--- config.mk ---
export PLATFORM = sky130hd
export DESIGN_NAME = frontend
export DESIGN_NICKNAME = d
export VERILOG_FILES = /design/src/rtl/frontend_pkg.sv /design/src/rtl/frontend_imm_gen.sv /design/src/rtl/frontend.sv
export SDC_FILE = /design/constraint.sdc
export NUM_CORES = 1
export LEC_CHECK = 0
export ABC_AREA = 1
export BUFFER_PORTS_ARGS = -buffer_cell sky130_fd_sc_hd__buf_2
export CAP_MARGIN = 40
export CORE_ASPECT_RATIO = 0.9
export CORE_MARGIN = 10
export CORE_UTILIZATION = 45
export DETAILED_ROUTE_END_ITERATION = 10
export PLACE_DENSITY = 0.68
export REMOVE_ABC_BUFFERS = 1
export SLEW_MARGIN = 20
export SYNTH_ARGS = -nofsm -noshare
export SYNTH_HDL_FRONTEND = slang
export SYNTH_SLANG_ARGS = --single-unit
--- constraint.sdc ---
create_clock -name clk -period 3.5 [get_ports clk]
set_clock_uncertainty 0.05 [all_clocks]
set_input_delay 0.525 -clock clk [delete_from_list [all_inputs] [get_ports clk]]
set_output_delay 0.525 -clock clk [all_outputs]
set_load 0.01 [all_outputs]
--- src/rtl/frontend_pkg.sv ---
// rtl/frontend_pkg.sv - RV32I frontend opcodes, funct3 codes, active-low op vectors, FSM states
package frontend_pkg;

    typedef enum logic [1:0] {S_FETCH, S_EXEC, S_HALT} state_t;

    localparam logic [6:0] OPC_LOAD     = 7'b0000011;
    localparam logic [6:0] OPC_MISC_MEM = 7'b0001111;
    localparam logic [6:0] OPC_OP_IMM   = 7'b0010011;
    localparam logic [6:0] OPC_AUIPC    = 7'b0010111;
    localparam logic [6:0] OPC_STORE    = 7'b0100011;
    localparam logic [6:0] OPC_OP       = 7'b0110011;
    localparam logic [6:0] OPC_LUI      = 7'b0110111;
    localparam logic [6:0] OPC_BRANCH   = 7'b1100011;
    localparam logic [6:0] OPC_JALR     = 7'b1100111;
    localparam logic [6:0] OPC_JAL      = 7'b1101111;
    localparam logic [6:0] OPC_SYSTEM   = 7'b1110011;

    localparam logic [2:0] F3_ADD  = 3'b000;
    localparam logic [2:0] F3_SLL  = 3'b001;
    localparam logic [2:0] F3_SLT  = 3'b010;
    localparam logic [2:0] F3_SLTU = 3'b011;
    localparam logic [2:0] F3_XOR  = 3'b100;
    localparam logic [2:0] F3_SR   = 3'b101;
    localparam logic [2:0] F3_OR   = 3'b110;
    localparam logic [2:0] F3_AND  = 3'b111;

    localparam logic [2:0] F3_BEQ  = 3'b000;
    localparam logic [2:0] F3_BNE  = 3'b001;
    localparam logic [2:0] F3_BLT  = 3'b100;
    localparam logic [2:0] F3_BGE  = 3'b101;
    localparam logic [2:0] F3_BLTU = 3'b110;

    localparam logic [2:0] F3_B  = 3'b000;
    localparam logic [2:0] F3_H  = 3'b001;
    localparam logic [2:0] F3_W  = 3'b010;
    localparam logic [2:0] F3_BU = 3'b100;
    localparam logic [2:0] F3_HU = 3'b101;

    localparam logic [2:0] OP381_SUB = 3'b010;
    localparam logic [2:0] OP381_ADD = 3'b011;
    localparam logic [2:0] OP381_XOR = 3'b100;
    localparam logic [2:0] OP381_OR  = 3'b101;
    localparam logic [2:0] OP381_AND = 3'b110;

    // {slt,sltu,sll,srl,sra} flags are active LOW, followed by the 381 function code
    localparam logic [7:0] ALU_ADD  = {5'b11111, OP381_ADD};
    localparam logic [7:0] ALU_SUB  = {5'b11111, OP381_SUB};
    localparam logic [7:0] ALU_XOR  = {5'b11111, OP381_XOR};
    localparam logic [7:0] ALU_OR   = {5'b11111, OP381_OR};
    localparam logic [7:0] ALU_AND  = {5'b11111, OP381_AND};
    localparam logic [7:0] ALU_SLT  = {5'b01111, OP381_SUB};
    localparam logic [7:0] ALU_SLTU = {5'b10111, OP381_SUB};
    localparam logic [7:0] ALU_SLL  = {5'b11011, OP381_SUB};
    localparam logic [7:0] ALU_SRL  = {5'b11101, OP381_SUB};
    localparam logic [7:0] ALU_SRA  = {5'b11110, OP381_SUB};

    localparam logic [7:0] MEM_NONE = 8'hFF;
    localparam logic [7:0] MEM_LB   = 8'hFE;
    localparam logic [7:0] MEM_LH   = 8'hFD;
    localparam logic [7:0] MEM_LW   = 8'hFB;
    localparam logic [7:0] MEM_LBU  = 8'hF7;
    localparam logic [7:0] MEM_LHU  = 8'hEF;
    localparam logic [7:0] MEM_SB   = 8'hDF;
    localparam logic [7:0] MEM_SH   = 8'hBF;
    localparam logic [7:0] MEM_SW   = 8'h7F;

    localparam logic [31:0] NOP_INSN = 32'h0000_0013;

    // Backend flags are active LOW: a LOW flag means the relation holds
    function automatic logic branch_taken(input logic [2:0] f3, input logic lt_n,
                                          input logic ltu_n, input logic zero_n);
        case (f3)
            F3_BEQ:  return !zero_n;
            F3_BNE:  return zero_n;
            F3_BLT:  return !lt_n;
            F3_BGE:  return lt_n;
            F3_BLTU: return !ltu_n;
            default: return ltu_n;
        endcase
    endfunction

endpackage

--- src/rtl/frontend_imm_gen.sv ---
// rtl/frontend_imm_gen.sv - I/S/B/U/J immediate extraction from the instruction register
module frontend_imm_gen (
    input  logic [31:0] ir,
    output logic [31:0] imm_i,
    output logic [31:0] imm_s,
    output logic [31:0] imm_b,
    output logic [31:0] imm_u,
    output logic [31:0] imm_j
);

    assign imm_i = {{20{ir[31]}}, ir[31:20]};
    assign imm_s = {{20{ir[31]}}, ir[31:25], ir[11:7]};
    assign imm_b = {{19{ir[31]}}, ir[31], ir[7], ir[30:25], ir[11:8], 1'b0};
    assign imm_u = {ir[31:12], 12'b0};
    assign imm_j = {{11{ir[31]}}, ir[31], ir[19:12], ir[20], ir[30:21], 1'b0};

endmodule

--- src/rtl/frontend.sv ---
// rtl/frontend.sv - RV32I fetch/decode/sequencing stage, CPI 2; FRONTEND_TRAP_EN enables illegal-op trap
module frontend
    import frontend_pkg::*;
#(
    parameter logic [31:0] RESET_PC = 32'h0000_0000,
    parameter logic [31:0] TRAP_PC  = 32'h0000_0100
) (
    input  logic        clk,
    input  logic        rst_n,
    output logic [31:0] imem_addr,
    input  logic [31:0] imem_data,
    output logic [4:0]  rs1_addr,
    output logic [4:0]  rs2_addr,
    input  logic [31:0] rs1_data,
    input  logic [31:0] rs2_data,
    output logic [4:0]  rd_addr,
    output logic        gpr_we_n,
    output logic [7:0]  alu_op,
    output logic [7:0]  mem_op,
    output logic        load,
    output logic        store,
    output logic [31:0] alu_opr_1,
    output logic [31:0] alu_opr_2,
    output logic [31:0] mem_di,
    input  logic        is_lt,
    input  logic        is_ltu,
    input  logic        is_zero,
    output logic        halt
);

`ifdef FRONTEND_TRAP_EN
    localparam bit TRAP_EN = 1'b1;
`else
    localparam bit TRAP_EN = 1'b0;
`endif

    state_t      state;
    logic [31:0] pc;
    logic [31:0] ir;
    logic [31:0] imm_i, imm_s, imm_b, imm_u, imm_j;
    logic [31:0] pc_plus4, pc_next;
    logic [7:0]  mem_sel;
    logic        is_load, is_store, wr_rd, illegal, sys_halt, active;

    wire [6:0] opcode = ir[6:0];
    wire [2:0] funct3 = ir[14:12];
    wire [6:0] funct7 = ir[31:25];

    frontend_imm_gen u_imm_gen (
        .ir    (ir),
        .imm_i (imm_i),
        .imm_s (imm_s),
        .imm_b (imm_b),
        .imm_u (imm_u),
        .imm_j (imm_j)
    );

    assign imem_addr = pc;
    assign rs1_addr  = ir[19:15];
    assign rs2_addr  = ir[24:20];
    assign rd_addr   = ir[11:7];
    assign mem_di    = rs2_data;
    assign pc_plus4  = pc + 32'd4;

    always_comb begin
        alu_op    = ALU_ADD;
        mem_sel   = MEM_NONE;
        is_load   = 1'b0;
        is_store  = 1'b0;
        wr_rd     = 1'b0;
        illegal   = 1'b0;
        sys_halt  = 1'b0;
        alu_opr_1 = rs1_data;
        alu_opr_2 = rs2_data;
        pc_next   = pc_plus4;
        case (opcode)
            OPC_OP_IMM: begin
                alu_opr_2 = imm_i;
                wr_rd     = 1'b1;
                case (funct3)
                    F3_ADD:  alu_op = ALU_ADD;
                    F3_SLT:  alu_op = ALU_SLT;
                    F3_SLTU: alu_op = ALU_SLTU;
                    F3_XOR:  alu_op = ALU_XOR;
                    F3_OR:   alu_op = ALU_OR;
                    F3_AND:  alu_op = ALU_AND;
                    F3_SLL: begin
                        alu_op  = ALU_SLL;
                        illegal = (funct7 != 7'h00);
                    end
                    default: begin
                        alu_op  = funct7[5] ? ALU_SRA : ALU_SRL;
                        illegal = (funct7 != 7'h00) && (funct7 != 7'h20);
                    end
                endcase
            end
            OPC_OP: begin
                wr_rd = 1'b1;
                case (funct3)
                    F3_ADD:  alu_op = funct7[5] ? ALU_SUB : ALU_ADD;
                    F3_SLT:  alu_op = ALU_SLT;
                    F3_SLTU: alu_op = ALU_SLTU;
                    F3_XOR:  alu_op = ALU_XOR;
                    F3_OR:   alu_op = ALU_OR;
                    F3_AND:  alu_op = ALU_AND;
                    F3_SLL:  alu_op = ALU_SLL;
                    default: alu_op = funct7[5] ? ALU_SRA : ALU_SRL;
                endcase
                illegal = !((funct7 == 7'h00) ||
                            ((funct7 == 7'h20) && ((funct3 == F3_ADD) || (funct3 == F3_SR))));
            end
            OPC_LOAD: begin
                alu_opr_2 = imm_i;
                is_load   = 1'b1;
                wr_rd     = 1'b1;
                case (funct3)
                    F3_B:    mem_sel = MEM_LB;
                    F3_H:    mem_sel = MEM_LH;
                    F3_W:    mem_sel = MEM_LW;
                    F3_BU:   mem_sel = MEM_LBU;
                    F3_HU:   mem_sel = MEM_LHU;
                    default: illegal = 1'b1;
                endcase
            end
            OPC_STORE: begin
                alu_opr_2 = imm_s;
                is_store  = 1'b1;
                case (funct3)
                    F3_B:    mem_sel = MEM_SB;
                    F3_H:    mem_sel = MEM_SH;
                    F3_W:    mem_sel = MEM_SW;
                    default: illegal = 1'b1;
                endcase
            end
            OPC_BRANCH: begin
                alu_op = ALU_SUB;
                if ((funct3 == 3'b010) || (funct3 == 3'b011))
                    illegal = 1'b1;
                else if (branch_taken(funct3, is_lt, is_ltu, is_zero))
                    pc_next = pc + imm_b;
            end
            OPC_LUI: begin
                alu_opr_1 = 32'd0;
                alu_opr_2 = imm_u;
                wr_rd     = 1'b1;
            end
            OPC_AUIPC: begin
                alu_opr_1 = pc;
                alu_opr_2 = imm_u;
                wr_rd     = 1'b1;
            end
            OPC_JAL: begin
                alu_opr_1 = pc;
                alu_opr_2 = 32'd4;
                wr_rd     = 1'b1;
                pc_next   = pc + imm_j;
            end
            OPC_JALR: begin
                alu_opr_1 = pc;
                alu_opr_2 = 32'd4;
                wr_rd     = 1'b1;
                illegal   = (funct3 != 3'b000);
                pc_next   = (rs1_data + imm_i) & ~32'h1;
            end
            OPC_MISC_MEM: ;
            OPC_SYSTEM: begin
                // Only ECALL and EBREAK are supported; they differ only in ir[20]
                if ((funct3 == 3'b000) && (ir[31:21] == 11'd0) && (ir[19:7] == 13'd0))
                    sys_halt = 1'b1;
                else
                    illegal = 1'b1;
            end
            default: illegal = 1'b1;
        endcase
        if (illegal)
            pc_next = TRAP_EN ? TRAP_PC : pc_plus4;
    end

    // Strobes are gated by the state register, so an async reset drops them at once
    assign active   = (state == S_EXEC) && !illegal && !sys_halt;
    assign mem_op   = (active && (is_load || is_store)) ? mem_sel : MEM_NONE;
    assign load     = !(active && is_load);
    assign store    = !(active && is_store);
    assign gpr_we_n = !(active && wr_rd && (rd_addr != 5'd0));

    always_ff @(posedge clk or negedge rst_n) begin
        if (!rst_n) begin
            state <= S_FETCH;
            pc    <= RESET_PC;
            ir    <= NOP_INSN;
            halt  <= 1'b0;
        end else begin
            case (state)
                S_FETCH: begin
                    ir    <= imem_data;
                    state <= S_EXEC;
                end
                S_EXEC: begin
                    if (sys_halt) begin
                        state <= S_HALT;
                        halt  <= 1'b1;
                    end else begin
                        pc    <= pc_next;
                        state <= S_FETCH;
                    end
                end
                default: state <= S_HALT;
            endcase
        end
    end

endmodule

==> results of run 1 <==
## cell families after synthesis
kind of cell    after synthesis
compound gates              259
flops                        66
mux                           2
simple gates               1400
other cells                   1
buf+inv                     451
fa+ha+maj                    77
xor+xnor                     22
## sequential cells by signal, indices dropped and copies added, names as in the netlist
register,flops
halt,1
imem_addr,31
ir,32
state,2
## what timing repair did
action                                  4_1_cts  5_1_grt
endpoints found under the setup margin        0        6
hold buffers                                  0        0
buffers inserted                              0        1
## worst max-delay path by stage
| stage | startpoint | slack [ps] | end |
|---|---|---|---|
| finish | ir[5]$_DFFE_PN0N_ | 170 | alu_opr_2[21] |
| global route | ir[5]$_DFFE_PN0N_ | 40 | alu_opr_2[21] |
| CTS | ir[1]$_DFFE_PN1N_ | 150 | mem_op[1] |
| detailed placement | ir[1]$_DFFE_PN1N_ | 550 | mem_op[1] |
| global placement | imem_addr[14]$_DFFE_PN0P_ | 470 | imem_addr[20]$_DFFE_PN0P_ |
| floorplan | ir[6]$_DFFE_PN0N_ | -330 | alu_opr_2[12] |
## worst register-to-register path, stage by stage (launching register included)
cell and delay (ps):
dfrtp_1 620, ha_1 620, nand2_1 160, nor2_1 250, inv_1 60, nor2_1 370, nand4_1 200, nand4_1 140
nand3_1 150, nand3_1 160, nand2_1 50, a21oi_1 220
## layout make-up
class                           count  area share, %
Clock inverter                      7          0.596
Sequential cell                    66           11.9
Multi-Input combinational cell   1761           61.7
Tap cell                          348           3.14
Antenna cell                        4         0.0723
Timing Repair Buffer              291           11.1
Inverter                          360           9.79
Clock buffer                        9           1.63
## power by group through the flow
stage	sequential, uW	combinational [uW]	clock (uW)
3_5_place_dp	1060	2760	0
3_3_place_gp	1060	2750	0
6_report	1060	2850	986
5_1_grt	1060	3150	1020
2_1_floorplan	1010	1720	0
4_1_cts	1050	2770	986
## cell usage in the layout, fill, tap and decap left out, types with 8 or more instances in the layout
cell type  netlist  final
a21oi_1         99     98
buf_2           11    262
buf_4           53     28
clkbuf_16        0      9
dfrtp_1         63     63
ha_1            74     74
inv_1          347    347
inv_2           11     11
nand2_1        853    853
nand2_2         10     10
nand3_1        206    206
nand3b_1        10     10
nand4_1         52     52
nor2_1         197    195
nor2_2          11     12
nor3_1          26     26
o211ai_1        21     21
o21ai_0        113    113
or2_2            8      8
xor2_1          18     18
## per-layer routing
layer	vias to the layer above	wire, um	global-route usage, %
li1	7623	-	-
met2	1017	25800	52.7
met4	4	3820	18.9
met1	7115	23700	43.4
met3	191	7130	9.31
met5	-	34	0
## stage by stage
| stage | power (uW) | instance area (um^2) | utilization (%) | cells |
|---|---|---|---|---|
| 2_1_floorplan | 2730 | 11500 | - | 2187 |
| 3_3_place_gp | 3810 | 13500 | 51.3 | 2825 |
| 3_5_place_dp | 3820 | 13500 | 51.3 | 2825 |
| 4_1_cts | 4810 | 13800 | 52.5 | 2841 |
| 5_1_grt | 5230 | 13900 | 52.6 | 2845 |
| 6_report | 4900 | 13900 | 52.6 | 2846 |
==> flow_metrics.tcl, run 1 <==
set metrics [dict create \
    status "finished clean" \
    required_ps 2920 \
    grt_max_degree 54 \
    dieArea_um2 33900 \
    fin_ws_ps 167 \
    yosysSeqAreaShare_pct 13.6 \
    synth_area_um2 12100 \
    synth-compound-area-share_pct 11.7 \
    crit_type "flip-flop to output pin" \
    ys_ff_latch 66 \
    insertion_delay_ps 360 \
    viasPerCell 5.60 \
    cpLargestDelayFamily "buffers and inverters" \
    synth_edf_count 0 \
    setup_tns_ps 0 \
    synth_adder_area_share_pct 8.12 \
    reg2reg_slack_ps 340 \
    cp-end-kind "output pin" \
    hold_viol 0 \
    gr-total-overflow 0 \
    worst_pin_slew_ps 865 \
    drtPass1Iterations 6 \
    fin_hold_ws_ps 193 \
    synth_top_family_by_area "simple AND/OR/NAND/NOR gates" \
    final_nets 2667 \
    grt_first_pass_wirelength_um 89700 \
    pin_count 264 \
    coreArea_um2 26300 \
    internal-power_uw 2270 \
    cp.depth 11 \
    synthMuxAreaShare_pct 0.186 \
    power.leakage_uw 0.00794 \
    dp_hpwl_um 51000 \
    synth-simple-area-share_pct 48.7 \
    antenna_found_initial 6 \
    post_cts_resized 0 \
    worstReg2RegEnd "imem_addr[20]$_DFFE_PN0P_" \
    setup_viol 0 \
    regArea_um2 1660 \
    cp_max_fo 20 \
    die_x_um 193 \
    synth_xor_area_share_pct 1.59 \
    die_h_um 176 \
    synth_most_common_cell "nand2_1" \
    yosys.area.top_type "nand2_1" \
    grt_use_total_pct 34.6 \
    finalCriticalPeriod_ps 3330 \
    slew-limit-headroom_pct 42.3 \
    start_util_pct 46.1 \
    first_global_vias 14862 \
    io_buffers 262 \
    yosysTopAreaCellShare_pct 26.4 \
    drt_wl_total_um 60500 \
    ys_types 48 \
    synthCells 2278 \
    finalCritPeriodShare_pct 95.2 \
    num_rows 56 \
    cts.path.max_buffers 2 \
    drtAntennaViolNets 0 \
    hold_path_class "primary input to async pin" \
    fmax_mhz 300 \
    synth-warning-count 0 \
    p_switching_uw 2630 \
    final_layout_size_suffix_gt1_share_pct 15.0 \
    crit_path_cell_trace "inv_2 > nor2_2 > nand2_1 > nor2_2 > inv_2 > nand2_1 > inv_1 > nor2_1 > inv_1 > o211ai_1 > buf_2" \
    crit_arrival_ps 2760 \
    powerDensity_nw_per_um2 353 \
    avgSynthCellArea_um2 5.33 \
    synthArstFlopShare_pct 100 \
    cts_made_buffers 9 \
    ir_worst_vdd_mv 0.254 \
    maxCapViolCount 0 \
    r2r_start "imem_addr[14]$_DFFE_PN0P_" \
    synth_commonest_cells "853 x nand2_1, 347 x inv_1, 206 x nand3_1" \
    vias 15950 \
    seqPwrFrac_pct 21.6 \
    grt_setup_unrepaired "no" \
    synth_ff_type "dfrtp_1" \
    place_ws_ps 549 \
    ctsHtreeMaxLevel 3 \
    multi_input_area_um2 8550 \
    wl_per_cell_um 21.3 \
    pwr-share-comb_pct 58.3 \
    p_sw_share_pct 53.6 \
    critPathLaunchType "flip-flop" \
    synth_area_leaders "nand2_1 26%, dfrtp_1 13%, inv_1 11%, nand3_1 8.5%, ha_1 7.6%" \
    r2r_cells 11 \
    drc 0 \
    cts_tree "yes" \
    critPathBufInv 5 \
    drtIter0Drc 1782 \
    gp_congestion 1.04 \
    syn2layout_area_growth_pct 14.1 \
    p_clk_share_pct 20.1 \
    slew_violations 0 \
    critPathMaxStageDelay_ps 470 \
    clock-sinks 66 \
    cts-root-buf "clkbuf_16" \
    fillers 2905 \
    cpMaxStageDelayCell "dfrtp_1" \
    clkTransAtPathRegs_ps 70 \
]
No activity file was read; power rests on OpenSTA's default activity.
==> inputs of run 2 (changes only) <==
Settings changed: ABC_AREA 1 to default, PLACE_DENSITY 0.68 to 0.7, SLEW_MARGIN 20 to default.
==> run 2 against run 1 <==
Effect of this change: non-clock buffer count rose by 79; total power is 8.6% lower; hold slack worse by 110 ps; synthesized area down 18%; critical endpoint is now imem_addr[15]$_DFFE_PN0P_.
==> flow_metrics.tcl, run 2 <==
set metrics [dict create \
    num_antenna_cells 0 \
    maxCapViolCount 0 \
    powerDensity_nw_per_um2 365 \
    finalCriticalPeriod_ps 3460 \
    setup_viol 0 \
    cts.path.max_buffers 2 \
    ctsHtreeMaxLevel 3 \
    vias 12042 \
    final_layout_size_suffix_gt1_share_pct 29.2 \
    syn2layout_area_growth_pct 22.5 \
    io_buffers 262 \
    dp_hpwl_um 33700 \
    num_rows 51 \
    cp-end-kind "flip-flop" \
    pin_count 264 \
    ir_worst_vdd_mv 0.260 \
    avgSynthCellArea_um2 7.48 \
    dieArea_um2 28600 \
    slew_violations 0 \
    final_nets 1774 \
    yosysTopAreaCellShare_pct 15.8 \
    hold_buffers 0 \
    coreArea_um2 21800 \
    wl_per_cell_um 22.3 \
    die_x_um 177 \
    fillers 2092 \
    synth-warning-count 0 \
    synth_area_leaders "dfrtp_1 16%, ha_1 9.3%, a21oi_1 6.5%, o21ai_0 5.2%, nand2_1 4.5%" \
    fmax_mhz 289 \
    layout_commonest_cell "buf_2" \
    finalCritPeriodShare_pct 98.8 \
    yosys.area.top_type "dfrtp_1" \
    start_util_pct 46.0 \
    crit_type "flip-flop to flip-flop" \
    place_ws_ps 155 \
    fin_hold_ws_ps 81.8 \
    cts_tree "yes" \
    critPathLaunchType "flip-flop" \
    ys_types 89 \
    hold_viol 0 \
    ys_ff_latch 66 \
    cp_max_fo 5 \
    gp_congestion 1.01 \
    slew-limit-headroom_pct 46.0 \
    clkTransAtPathRegs_ps 60 \
    drtPass1Iterations 7 \
    power.leakage_uw 0.00554 \
    grt_max_degree 39 \
    hold_path_class "primary input to async pin" \
    viasPerCell 6.36 \
    fin_ws_ps 42.3 \
    largest_reg_flops 32 \
    drtIter0Drc 1667 \
    crit_arrival_ps 3650 \
    synthCells 1337 \
    drc 0 \
    first_global_vias 11250 \
    synth_most_common_cell "a21oi_1" \
    yosysSeqAreaShare_pct 16.5 \
    clock-sinks 66 \
    synth_area_um2 10000 \
    grt_use_total_pct 28.3 \
    cts-root-buf "clkbuf_16" \
    antenna_found_initial 0 \
    drtAntennaViolNets 0 \
    worst_pin_slew_ps 805 \
    grt_first_pass_wirelength_um 64700 \
    final_cell_mix "262 x buf_2, 128 x a21oi_1, 121 x nand2_1" \
    reg2reg_slack_ps 40 \
    cts_made_buffers 9 \
    insertion_delay_ps 350 \
    synth_commonest_cells "129 x a21oi_1, 121 x nand2_1, 104 x o21ai_0" \
    synthArstFlopShare_pct 100 \
    largest_register "ir" \
    required_ps 3690 \
    synth_ff_type "dfrtp_1" \
    die_h_um 161 \
    drt_wl_total_um 42200 \
    gr-total-overflow 0 \
    status "finished clean" \
    synth_edf_count 0 \
    grt_setup_unrepaired "yes" \
]
-- run 2: layout make-up --
cell class	instances	area, um^2	area share (%)
clock inverter	7	52.6	0.429
tap	291	364	2.97
inverter	40	150	1.23
clock buffer	9	225	1.84
timing repair buffer	370	2180	17.8
multi-input combinational	1109	7620	62.2
sequential	66	1660	13.5
-- run 2: what timing repair did --
item,4_1_cts,5_1_grt
setup buffers,1,8
pin swaps,1,6
resized for setup,5,14
endpoints found under the hold margin,0,0
endpoints found under the setup margin,11,37
-- run 2: routing by layer --
layer  global-route usage, %  routed length (um)
met3                    9.42                5340
met4                    7.45                 904
met5                       0                   0
met2                    41.7               18100
met1                    38.5               17900
-- run 2: worst max-delay path: stages (launching register included) --
cell and delay [ps]:
dfrtp_1 430, ha_1 260, fa_1 400, a21o_1 210, a31oi_1 300, o21ai_1 220, o31a_1 370, a21oi_1 200
nor3b_1 70, o31ai_1 530, a32oi_1 100, o22a_1 200
-- run 2: report_power, final --
group,switching (uW),internal (uW)
sequential,180,853
clock,405,483
combinational,1510,1040
total,2100,2380
-- run 2: stage by stage --
stage	TNS [ps]	total power, uW	util (%)	cell area [um^2]	std cells
floorplan	-83890	2520	-	9330	1215
global placement	0	3440	54.3	11800	1866
detailed placement	0	3470	54.4	11800	1867
CTS	0	4370	55.8	12100	1884
global route	-33.7	4730	56.3	12300	1892
finish	0	4470	56.3	12300	1892
-- run 2: cells by family (layout without fill, tap and decap cells) --
group | count (synthesis) | after routing | synth area share, %
simple gates | 423 | 423 | 21.3
fa+ha+maj | 77 | 77 | 9.86
other cells | 1 | 1 | 0.0375
flops | 66 | 66 | 16.5
mux | 40 | 40 | 4.40
xor+xnor | 61 | 61 | 5.34
buf+inv | 162 | 426 | 8.19
compound gates | 507 | 507 | 34.3
-- run 2: final timing paths --
| path | to | startpoint | cells after the start |
|---|---|---|---|
| max in group asynchronous | ir[28]$_DFFE_PN0N_ | rst_n | 2 |
| setup / recovery | imem_addr[15]$_DFFE_PN0P_ | imem_addr[1]$_DFFE_PN0P_ | 11 |
| min in group clk | ir[21]$_DFFE_PN0N_ | imem_data[21] | 3 |
| hold reg to reg | halt$_DFFE_PN0P_ | halt$_DFFE_PN0P_ | 1 |
| setup reg to reg | imem_addr[15]$_DFFE_PN0P_ | imem_addr[1]$_DFFE_PN0P_ | 11 |
| hold / removal | ir[11]$_DFFE_PN0N_ | rst_n | 1 |
